==> src/rtl/ysyx_23060042_exec_ctrl.sv <==
// Multi-cycle FETCH/DECODE/EXEC/MEM/WB sequencer for the NPC core: PC owner, bus handshakes, timeout/halt.
// Optional perf counters: define YSYX_23060042_EXEC_CTRL_PERF_EN to add perf_cycles/perf_instret.
module ysyx_23060042_exec_ctrl #(
  parameter logic [31:0] RESET_PC = 32'h8000_0000,
  parameter int unsigned TIMEOUT  = 256,
  parameter int unsigned CNT_W    = 64
) (
  input  logic              clk,
  input  logic              rst_n,
  output logic [31:0]       pc,
  output logic              if_req_valid,
  input  logic              if_req_ready,
  input  logic              if_rsp_valid,
  input  logic [31:0]       if_rdata,
  output logic [31:0]       inst,
  input  logic              dec_pcren,
  input  logic              dec_is_load,
  input  logic              dec_is_store,
  input  logic              dec_is_ebreak,
  input  logic              dec_rd_we,
  input  logic [31:0]       next_pc,
  output logic              exu_pcren,
  input  logic [31:0]       exu_wdata,
  output logic [31:0]       alu_q,
  output logic              lsu_req_valid,
  input  logic              lsu_req_ready,
  input  logic              lsu_rsp_valid,
  output logic              reg_we,
  output logic              halt,
`ifdef YSYX_23060042_EXEC_CTRL_PERF_EN
  output logic [CNT_W-1:0]  perf_cycles,
  output logic [CNT_W-1:0]  perf_instret,
`endif
  output logic              fault
);

  localparam int unsigned WCNT_W = $clog2(TIMEOUT);
  localparam logic [WCNT_W-1:0] WCNT_LAST = WCNT_W'(TIMEOUT - 1);

  typedef enum logic [2:0] {
    S_FETCH, S_DECODE, S_EXEC, S_MEM, S_WB, S_HALT
  } state_t;

  state_t            state, state_nxt;
  logic              if_acc, if_acc_nxt;
  logic              lsu_acc, lsu_acc_nxt;
  logic [WCNT_W-1:0] wcnt, wcnt_nxt;
  logic              fault_nxt;
  logic              waiting;
  logic              fetch_hs, fetch_done;
  logic              mem_hs, mem_done;

  // A response is only meaningful once its request has been (or is being) accepted.
  assign fetch_hs   = (state == S_FETCH) & ~if_acc & if_req_ready;
  assign fetch_done = (state == S_FETCH) & (if_acc | if_req_ready) & if_rsp_valid;
  assign mem_hs     = (state == S_MEM) & ~lsu_acc & lsu_req_ready;
  assign mem_done   = (state == S_MEM) & (lsu_acc | lsu_req_ready) & lsu_rsp_valid;

  // Fetch request is masked while reset is held so no request leaks out during reset.
  assign if_req_valid  = rst_n & (state == S_FETCH) & ~if_acc;
  assign lsu_req_valid = (state == S_MEM) & ~lsu_acc;
  assign reg_we        = (state == S_WB) & dec_rd_we & ~dec_is_store;
  assign halt          = (state == S_HALT);

  always_comb begin
    state_nxt   = state;
    if_acc_nxt  = if_acc;
    lsu_acc_nxt = lsu_acc;
    wcnt_nxt    = wcnt;
    fault_nxt   = fault;
    waiting     = 1'b0;
    case (state)
      S_FETCH: begin
        if (fetch_done) begin
          state_nxt  = S_DECODE;
          if_acc_nxt = 1'b0;
        end else if (fetch_hs) begin
          if_acc_nxt = 1'b1;
          wcnt_nxt   = '0;
        end else begin
          waiting = 1'b1;
        end
      end
      S_DECODE: state_nxt = dec_is_ebreak ? S_HALT : S_EXEC;
      S_EXEC:   state_nxt = (dec_is_load | dec_is_store) ? S_MEM : S_WB;
      S_MEM: begin
        if (mem_done) begin
          state_nxt   = S_WB;
          lsu_acc_nxt = 1'b0;
        end else if (mem_hs) begin
          lsu_acc_nxt = 1'b1;
          wcnt_nxt    = '0;
        end else begin
          waiting = 1'b1;
        end
      end
      S_WB:     state_nxt = S_FETCH;
      S_HALT:   state_nxt = S_HALT;
      default:  state_nxt = S_FETCH;
    endcase
    if (waiting) begin
      if (wcnt == WCNT_LAST) begin
        state_nxt   = S_HALT;
        fault_nxt   = 1'b1;
        if_acc_nxt  = 1'b0;
        lsu_acc_nxt = 1'b0;
      end else begin
        wcnt_nxt = wcnt + WCNT_W'(1);
      end
    end
    if (state_nxt != state) wcnt_nxt = '0;
  end

  always_ff @(posedge clk or negedge rst_n) begin
    if (!rst_n) begin
      state   <= S_FETCH;
      if_acc  <= 1'b0;
      lsu_acc <= 1'b0;
      wcnt    <= '0;
      fault   <= 1'b0;
    end else begin
      state   <= state_nxt;
      if_acc  <= if_acc_nxt;
      lsu_acc <= lsu_acc_nxt;
      wcnt    <= wcnt_nxt;
      fault   <= fault_nxt;
    end
  end

  always_ff @(posedge clk or negedge rst_n) begin
    if (!rst_n) begin
      pc        <= RESET_PC;
      inst      <= '0;
      alu_q     <= '0;
      exu_pcren <= 1'b0;
    end else begin
      if (fetch_done)         inst      <= if_rdata;
      if (state == S_DECODE)  exu_pcren <= dec_pcren;
      if (state == S_EXEC)    alu_q     <= exu_wdata;
      if (state == S_WB)      pc        <= next_pc;
    end
  end

`ifdef YSYX_23060042_EXEC_CTRL_PERF_EN
  always_ff @(posedge clk or negedge rst_n) begin
    if (!rst_n) begin
      perf_cycles  <= '0;
      perf_instret <= '0;
    end else if (!halt) begin
      perf_cycles <= perf_cycles + CNT_W'(1);
      if (state == S_WB) perf_instret <= perf_instret + CNT_W'(1);
    end
  end
`endif

endmodule

==> config.mk <==
export PLATFORM = sky130hd
export DESIGN_NAME = ysyx_23060042_exec_ctrl
export DESIGN_NICKNAME = d
export VERILOG_FILES = /design/src/rtl/ysyx_23060042_exec_ctrl.sv
export SDC_FILE = /design/constraint.sdc
export NUM_CORES = 1
export LEC_CHECK = 0
export BUFFER_PORTS_ARGS = -buffer_cell sky130_fd_sc_hd__buf_2
export CAP_MARGIN = 30
export CORE_MARGIN = 5
export CORE_UTILIZATION = 46
export DETAILED_ROUTE_END_ITERATION = 8
export PLACE_DENSITY = 0.79
export RECOVER_POWER = 50
export REMOVE_ABC_BUFFERS = 1
export SLEW_MARGIN = 20
export SYNTH_ARGS = -nofsm -noshare
export SYNTH_HDL_FRONTEND = slang
export SYNTH_SLANG_ARGS = --single-unit
==> constraint.sdc <==
create_clock -name clk -period 1.8 [get_ports clk]
set_input_delay 0.18 -clock clk [delete_from_list [all_inputs] [get_ports clk]]
set_output_delay 0.18 -clock clk [all_outputs]
set_load 0.01 [all_outputs]
### Word level (Yosys, flattened, before mapping)

Index checks and enable logic that the tools add are counted.

* memory bits (read-only): 0
* RAM bits: 0
* output and inout port bits: 102
* register bits: 111
* memories kept: 0
* latch bits: 0

* div/mod/pow operators: 0
* shifts and indexed selects: 0
* $add $sub $neg: 1
* multiply operators: 0
* multiplexer cells: 30
* equality and inequality tests: 7
* bitwise logic cells: 18
* magnitude comparators: 0
* reductions and logical operators: 2

Operator list (number)
* $mux W8: 7
* $mux W3: 6
* $pmux W8 S2: 1
* $pmux W3 S5: 1
* $mux W1: 14
* $and A1 B1 Y1: 12
* $add A8 B1 Y8 const B: 1
* $eq A8 B8 Y1 const B: 1
* $eq A3 B2 Y1 const B: 2
* $eq A3 B3 Y1 const B: 2
* $eq A3 B1 Y1 const B: 1
* $logic_not A3 Y1: 1
* $ne A3 B3 Y1: 1
* $not A1 Y1: 3
* $or A1 B1 Y1: 3
* $pmux W1 S2: 1
* $reduce_and A2 Y1: 1

### Logic depth before layout (Yosys ltp)

Gate-level depths: netlist (run 1).

* depth in word-level cells: 9
* depth in mapped cells: 5

### Least setup slack after synthesis (run 1)

OpenSTA, ideal clock, no wires.

* path kind: register -> register
* from: reg state[0]
* to: reg inst[10]
* cell stages (with the launch flop): 6
* data required time: 1675 ps
* library setup time: 125 ps
* period minus slack after synthesis: 1629 ps
* data arrival time: 1504 ps
* path slack: 171 ps
* cells stage by stage: dfrtp_1 > nor3_4 > o211a_1 > buf_4 > buf_6 > mux2_2

* longest elaborated chain between the ends: 3

RTL lines
* start, declared: line 44 `state_t state, state_nxt;`
* start signal, assigned: line 122 `state <= state_nxt;`
* $logic_not A3 Y1: line 55 `assign fetch_done = (state == S_FETCH) & (if_acc | if_req_ready) & if_rsp_valid;`
* $and A1 B1 Y1 (2 in series): line 55
* end signal, assigned: line 137 `if (fetch_done) inst <= if_rdata;`
* end, declared: line 15 `output logic [31:0] inst,`

Every way passes these cells.
A chain may end at the register's enable or synchronous reset.

### Worst setup path in the final report (run 1)

* from: reg state[0]
* to: out reg_we

* longest elaborated chain between the ends: 3

RTL lines
* $eq A3 B3 Y1: line 62 `assign reg_we = (state == S_WB) & dec_rd_we & ~dec_is_store;`
* $and A1 B1 Y1 (2 in series): line 62
* end, declared: line 28 `output logic reg_we,`

Every way passes these cells.

==> metrics.txt, run 1 <==
run status=completed; Post-synth EDFFs=0; maximum clock skew at final layout=14.2 ps; worst-path cell chain=nor3_4 > buf_12 > and3b_1 > buf_2; number of synthesis warnings=0; via count=3248; signal arrival time at the worst endpoint=1540 ps; TritonCTS clock tree=yes; number of clock sinks=111; DRC violations left=0; final critical-path share of the clock period=95.5%; top flip-flop cell by instance count after synthesis=dfrtp_1; count leader, synth=dfrtp_1; Antenna Diode Count=0; critical path class=register to output pin; share of the core filled with cells=63.6%; proportion of power drawn by the clock network=14.5%; Comb power frac=43.2%; vias in the first global route=3461; CP max-delay cell=dfrtp_2; shortest period the worst path allows=1720 ps; maximum clock path buffer count=2; x dimension of the die=108 um; Post-DRT Antenna Nets=0; Die Y=108 um; DPL Wire Length=7790 um; number of rows in the core area=35; FMAX=582 MHz; leading post-synthesis cells by instance count=dfrtp_1, mux2_2, nand2_1; synthesized netlist cell count=291; pwr/cell area=1730 mW/mm2; relative slew slack=35.9%; RSZ-0062 raised after global routing=false; share of layout cells above drive strength 1=57.1%; first-pass GRT wire length=16800 um; max-slew violation count=0; aggregate routed wire length=10700 um; violation count after the first detailed-routing iteration=60; worst path bufs/invs=2; initial core utilization=47.6%; global routing usage summed across all routing layers=18.3%; cell family with most CP delay=flip-flops; Pre-antenna DRT Iters=6; Startpoint Class=register; H-tree levels=3; total power after layout=10.3 mW; drt wl/cell=16.4 um; Placeable Area=0.00933 mm2; Placed Instance Area=0.00565 mm2; Max FO, Critical Path=7; total of endpoints with negative setup slack in the final report=0; total negative slack=0 ps; routed via count divided by cell count=4.97; cell area after synthesis=0.00444 mm2; leak pwr=2.80 nW; required time at the endpoint of the critical path=1620 ps; Final nets=627; proportion of register bits with asynchronous set or reset after synthesis=100%; slowest cell delay on critical path=490 ps; TritonCTS Buffers=9; IR Drop Worst-Case VDD=0.793 mV; average instance area after synthesis=15.2 um2; number of cells in the finished layout apart from fillers=653; actual transition at the worst max-transition pin=962 ps; net switching share of the total power=35.0%; largest net degree at the start of global routing=112; area fraction of the dominant cell type after synthesis=62.0%; PortBufs=208; number of instances in the placed design=622; die footprint=0.0117 mm2; initial antenna violation count=0; library cell occupying the most area in the post-synthesis netlist=dfrtp_1; path class of the lowest-slack min-delay path=primary input to register; global route overflow=0; cell-internal power=6.66 mW; clock root buffer=clkbuf_8; synthesis-to-finish area growth=33.6%; GP Congestion=0.858; design area=0.00593 mm2; number of primary I/O pins=209; sequential cell area fraction in the yosys report=62.6%; critical path endpoint category=output pin; later-pin clock latency in the skew report=360 ps; Max Cap Violations=0; Area contributors post-synth=dfrtp_1, mux2_2, buf_4, nand2_1, buf_6; count of cell types in the netlist=34; post-synthesis sequential element count=111; final hold violation count=0; Clk pin slew, worst setup/hold paths=110 ps; NetSw=3.59 mW; portion of total power attributed to sequential cells=42.3%
flip-flops by register name, summed over array words and instances (netlist names):
| name | cells |
|---|---|
| wcnt | 8 |
| lsu_acc | 1 |
| state | 3 |
| if_acc | 1 |
| exu_pcren | 1 |
| alu_q | 32 |
| pc | 32 |
| inst | 32 |
| fault | 1 |
placed cells by master, fill, tap and decap left out, types with 2 or more instances in the layout:
master         Yosys  layout
a21oi_1            6       6
dlygate4sd3_1      0       3
nor2b_1            2       2
inv_1              3       3
nand4_1            4       4
or2_2              2       2
nand2b_1           2       2
o21ai_0            3       3
nor3_1             2       2
clkbuf_1           0      51
buf_12             0       3
dfrtp_2            0       2
buf_4              8      12
nand3_1            6       6
clkbuf_8           0      12
o311ai_1           3       3
or3_1              2       2
nor2_1             7       6
mux2_2            97      97
nor3_4             1       2
inv_6              0       3
buf_2              0     157
a211oi_1           2       2
nand2_1           10      10
and3b_1            3       2
mux2i_1            2       2
dfrtp_1          110     108
worst register-to-register path: stages (launching register included):
cell,delay (ps)
dfrtp_1,420
ha_1,200
nand3_1,150
or2_2,390
nor2_1,290
or2_1,180
power by group through the flow:
stage,Sequential (mW),Combinational [mW],Clock [mW]
2_1_floorplan,4.89,1.95,0
3_3_place_gp,4.32,4.29,0
3_5_place_dp,4.39,4.41,0
4_1_cts,4.34,4.58,1.53
5_1_grt,4.52,4.79,1.64
6_report,4.34,4.43,1.49
worst paths after layout:
path | from | endpoint | slack, ps | cells after the start
worst max-delay path | state[0]$_DFF_PN0_ | reg_we | 80 | 4
worst min-delay path | if_rdata[30] | inst[30]$_DFFE_PN0P_ | 40 | 2
worst max register to register | wcnt[0]$_DFF_PN0_ | fault$_DFFE_PN0P_ | 120 | 5
worst min register to register | alu_q[8]$_DFFE_PN0P_ | alu_q[8]$_DFFE_PN0P_ | 510 | 1
max in group asynchronous | rst_n | state[2]$_DFF_PN0_ | 460 | 3
min in group asynchronous | rst_n | wcnt[4]$_DFF_PN0_ | 680 | 3
layer usage:
metal / vias up / GRT usage [%] / share of wire [%]
met5: - / 0 / 0
met4: 0 / 6.94 / 2.1
met3: 19 / 5.25 / 8.8
met2: 141 / 32.7 / 52
met1: 1591 / 20.5 / 37
li1: 1497 / - / -
timing repair:
item                                    in CTS  in global routing
cloned                                       1                  0
hold buffers                                 3                  0
pin swaps                                    1                  2
endpoints found under the setup margin       3                  2
buffers inserted                             3                  8
hold endpoints to repair                   112                  0
gates resized for setup                      5                  0
cell families after synthesis:
family	share of synthesized area (%)
DFF	62.6
adders and majority gates	0.282
buffers and inverters	2.37
AOI/OAI and AO/OA	3.64
muxes	25.1
and+or+nand+nor	6.01
through the flow:
step                      setup WS [ps]  hold WS (ps)
after floorplan                    -565          -116
after global placement              227           327
after detailed placement            113           333
after CTS                         -12.0          17.2
after global routing               3.94          20.8
final                              81.2          36.1
cell type report:
class,instances,area (um2)
Inverter,3,11.3
Timing Repair Buffer,228,1200
Clock buffer,12,165
Fill cell,764,3400
Tap cell,129,161
Clock inverter,4,35.0
Multi-Input combinational cell,166,1570
Sequential cell,111,2780
Note: power is estimated with default switching activity, not from simulation.
==> run 2: changes to the inputs <==
--- a/config.mk
+++ b/config.mk
@@ -8,9 +8,9 @@
 export BUFFER_PORTS_ARGS = -buffer_cell sky130_fd_sc_hd__buf_2
 export CAP_MARGIN = 30
 export CORE_MARGIN = 5
-export CORE_UTILIZATION = 46
+export CORE_UTILIZATION = 45
 export DETAILED_ROUTE_END_ITERATION = 8
-export PLACE_DENSITY = 0.79
+export PLACE_DENSITY = 0.78
 export RECOVER_POWER = 50
 export REMOVE_ABC_BUFFERS = 1
 export SLEW_MARGIN = 20
==> metrics.txt, run 2 (synthesis gave the netlist of run 1 again) <==
total of endpoints with negative setup slack in the final report=0; hold slack final=30.0 ps; number of rows in the core area=36; relative slew slack=33.2%; die footprint=0.0119 mm2; max-slew violation count=0; Layout fillers=839; commonest non-fill, non-tap cell in the layout=buf_2; clock root buffer=clkbuf_8; area occupied by multi-input gates=0.00157 mm2; run status=completed; critical path class=register to output pin; Post-DRT Antenna Nets=0; shortest period the worst path allows=1740 ps; via count=3203; H-tree levels=3; actual transition at the worst max-transition pin=1000 ps; later-pin clock latency in the skew report=370 ps; Clk pin slew, worst setup/hold paths=110 ps; met3 usage=5.17%; initial antenna violation count=0; GP Congestion=0.739; DRC violations left=0; violation count after the first detailed-routing iteration=98; path class of the lowest-slack min-delay path=primary input to register; first-pass GRT wire length=16300 um; final hold violation count=0; signal arrival time at the worst endpoint=1560 ps; PortBufs=208; most used cells in the layout excluding fill and tap cells=buf_2, dfrtp_1, mux2_2, clkbuf_1, nand2_1; x dimension of the die=109 um; required time at the endpoint of the critical path=1620 ps; initial core utilization=45.8%; share of the core filled with cells=61.1%; Die Y=109 um; DPL Wire Length=7830 um; routed via count divided by cell count=4.91; aggregate routed wire length=10600 um; number of cells on the worst hold path=2; GR Util met1=19.9%; TritonCTS clock tree=yes; number of clock sinks=111; most used routing layer in global routing=met2; Pre-antenna DRT Iters=5; share of layout cells above drive strength 1=56.9%; final critical-path share of the clock period=96.6%; Max FO, Critical Path=7; largest net degree at the start of global routing=112; pwr/cell area=1750 mW/mm2; leak pwr=2.79 nW; maximum clock skew at final layout=11.9 ps; number of primary I/O pins=209; number of cells in the finished layout apart from fillers=653; FMAX=575 MHz; vias in the first global route=3393; global routing usage summed across all routing layers=17.8%; critical path endpoint category=output pin; registers with the highest flip-flop counts=alu_q (32), inst (32), pc (32); Final nets=623; Antenna Diode Count=0; Placeable Area=0.00968 mm2; synthesis-to-finish area growth=33.5%; number of instances in the placed design=628; drt wl/cell=16.2 um; maximum clock path buffer count=2; TritonCTS Buffers=9; total power after layout=10.4 mW; met2 layer usage reported by global route=31.4%; Startpoint Class=register; IR Drop Worst-Case VDD=0.893 mV; area taken by flip-flops and latches=0.00278 mm2; Max Cap Violations=0; global route overflow=0; R2R cell count=5
-- run 2: critical path, stage by stage, from the launching register on --
cell and delay (ps):
dfrtp_2 420, buf_4 140, and3b_2 340, nor2b_1 160
buf_2 140
-- run 2: path summary, 6_finish.rpt --
path / from / endpoint / slack, ps
max in group asynchronous: rst_n / wcnt[1]$_DFF_PN0_ / 440
min reg2reg: fault$_DFFE_PN0P_ / fault$_DFFE_PN0P_ / 490
max reg2reg: state[2]$_DFF_PN0_ / inst[4]$_DFFE_PN0P_ / 110
min in group asynchronous: rst_n / wcnt[5]$_DFF_PN0_ / 640
max: state[2]$_DFF_PN0_ / lsu_req_valid / 60
min: if_rdata[13] / inst[13]$_DFFE_PN0P_ / 30
-- run 2: routing by layer --
layer / vias to the layer above / share of wire, %
met5: - / 0
met4: 0 / 2.0
met2: 140 / 52
met3: 15 / 8.8
li1: 1494 / -
met1: 1554 / 37
-- run 2: timing repair --
| item | CTS | global route |
|---|---|---|
| pin swaps | 1 | 2 |
| setup buffers | 4 | 2 |
| hold endpoints to repair | 111 | 0 |
| gates cloned | 1 | 0 |
| gates resized for setup | 2 | 3 |
| hold buffers | 2 | 0 |
| endpoints found under the setup margin | 2 | 1 |
-- run 2: report_power, final --
part	total, mW	switching [mW]	leakage [nW]	internal [mW]
combinational	4.42	2.08	1.34	2.33
sequential	4.33	0.632	1.33	3.70
clock	1.63	0.841	0.110	0.787
-- run 2: area by class of cell --
cell class	count	area share, %
Clock inverter	7	1.61
Inverter	3	0.190
Multi-Input combinational cell	166	26.5
Clock buffer	9	2.09
Tap cell	133	2.81
Sequential cell	111	47.0
Timing Repair Buffer	224	19.9
-- run 2: through the flow --
step,setup TNS [ps],area [um2],setup slack (ps)
after floorplan,-45160,4340,-565
after global placement,0,5670,216
after detailed placement,0,5670,51.3
after CTS,0,5970,51.6
after global routing,-10.5,5920,-5.89
final,0,5920,61.7
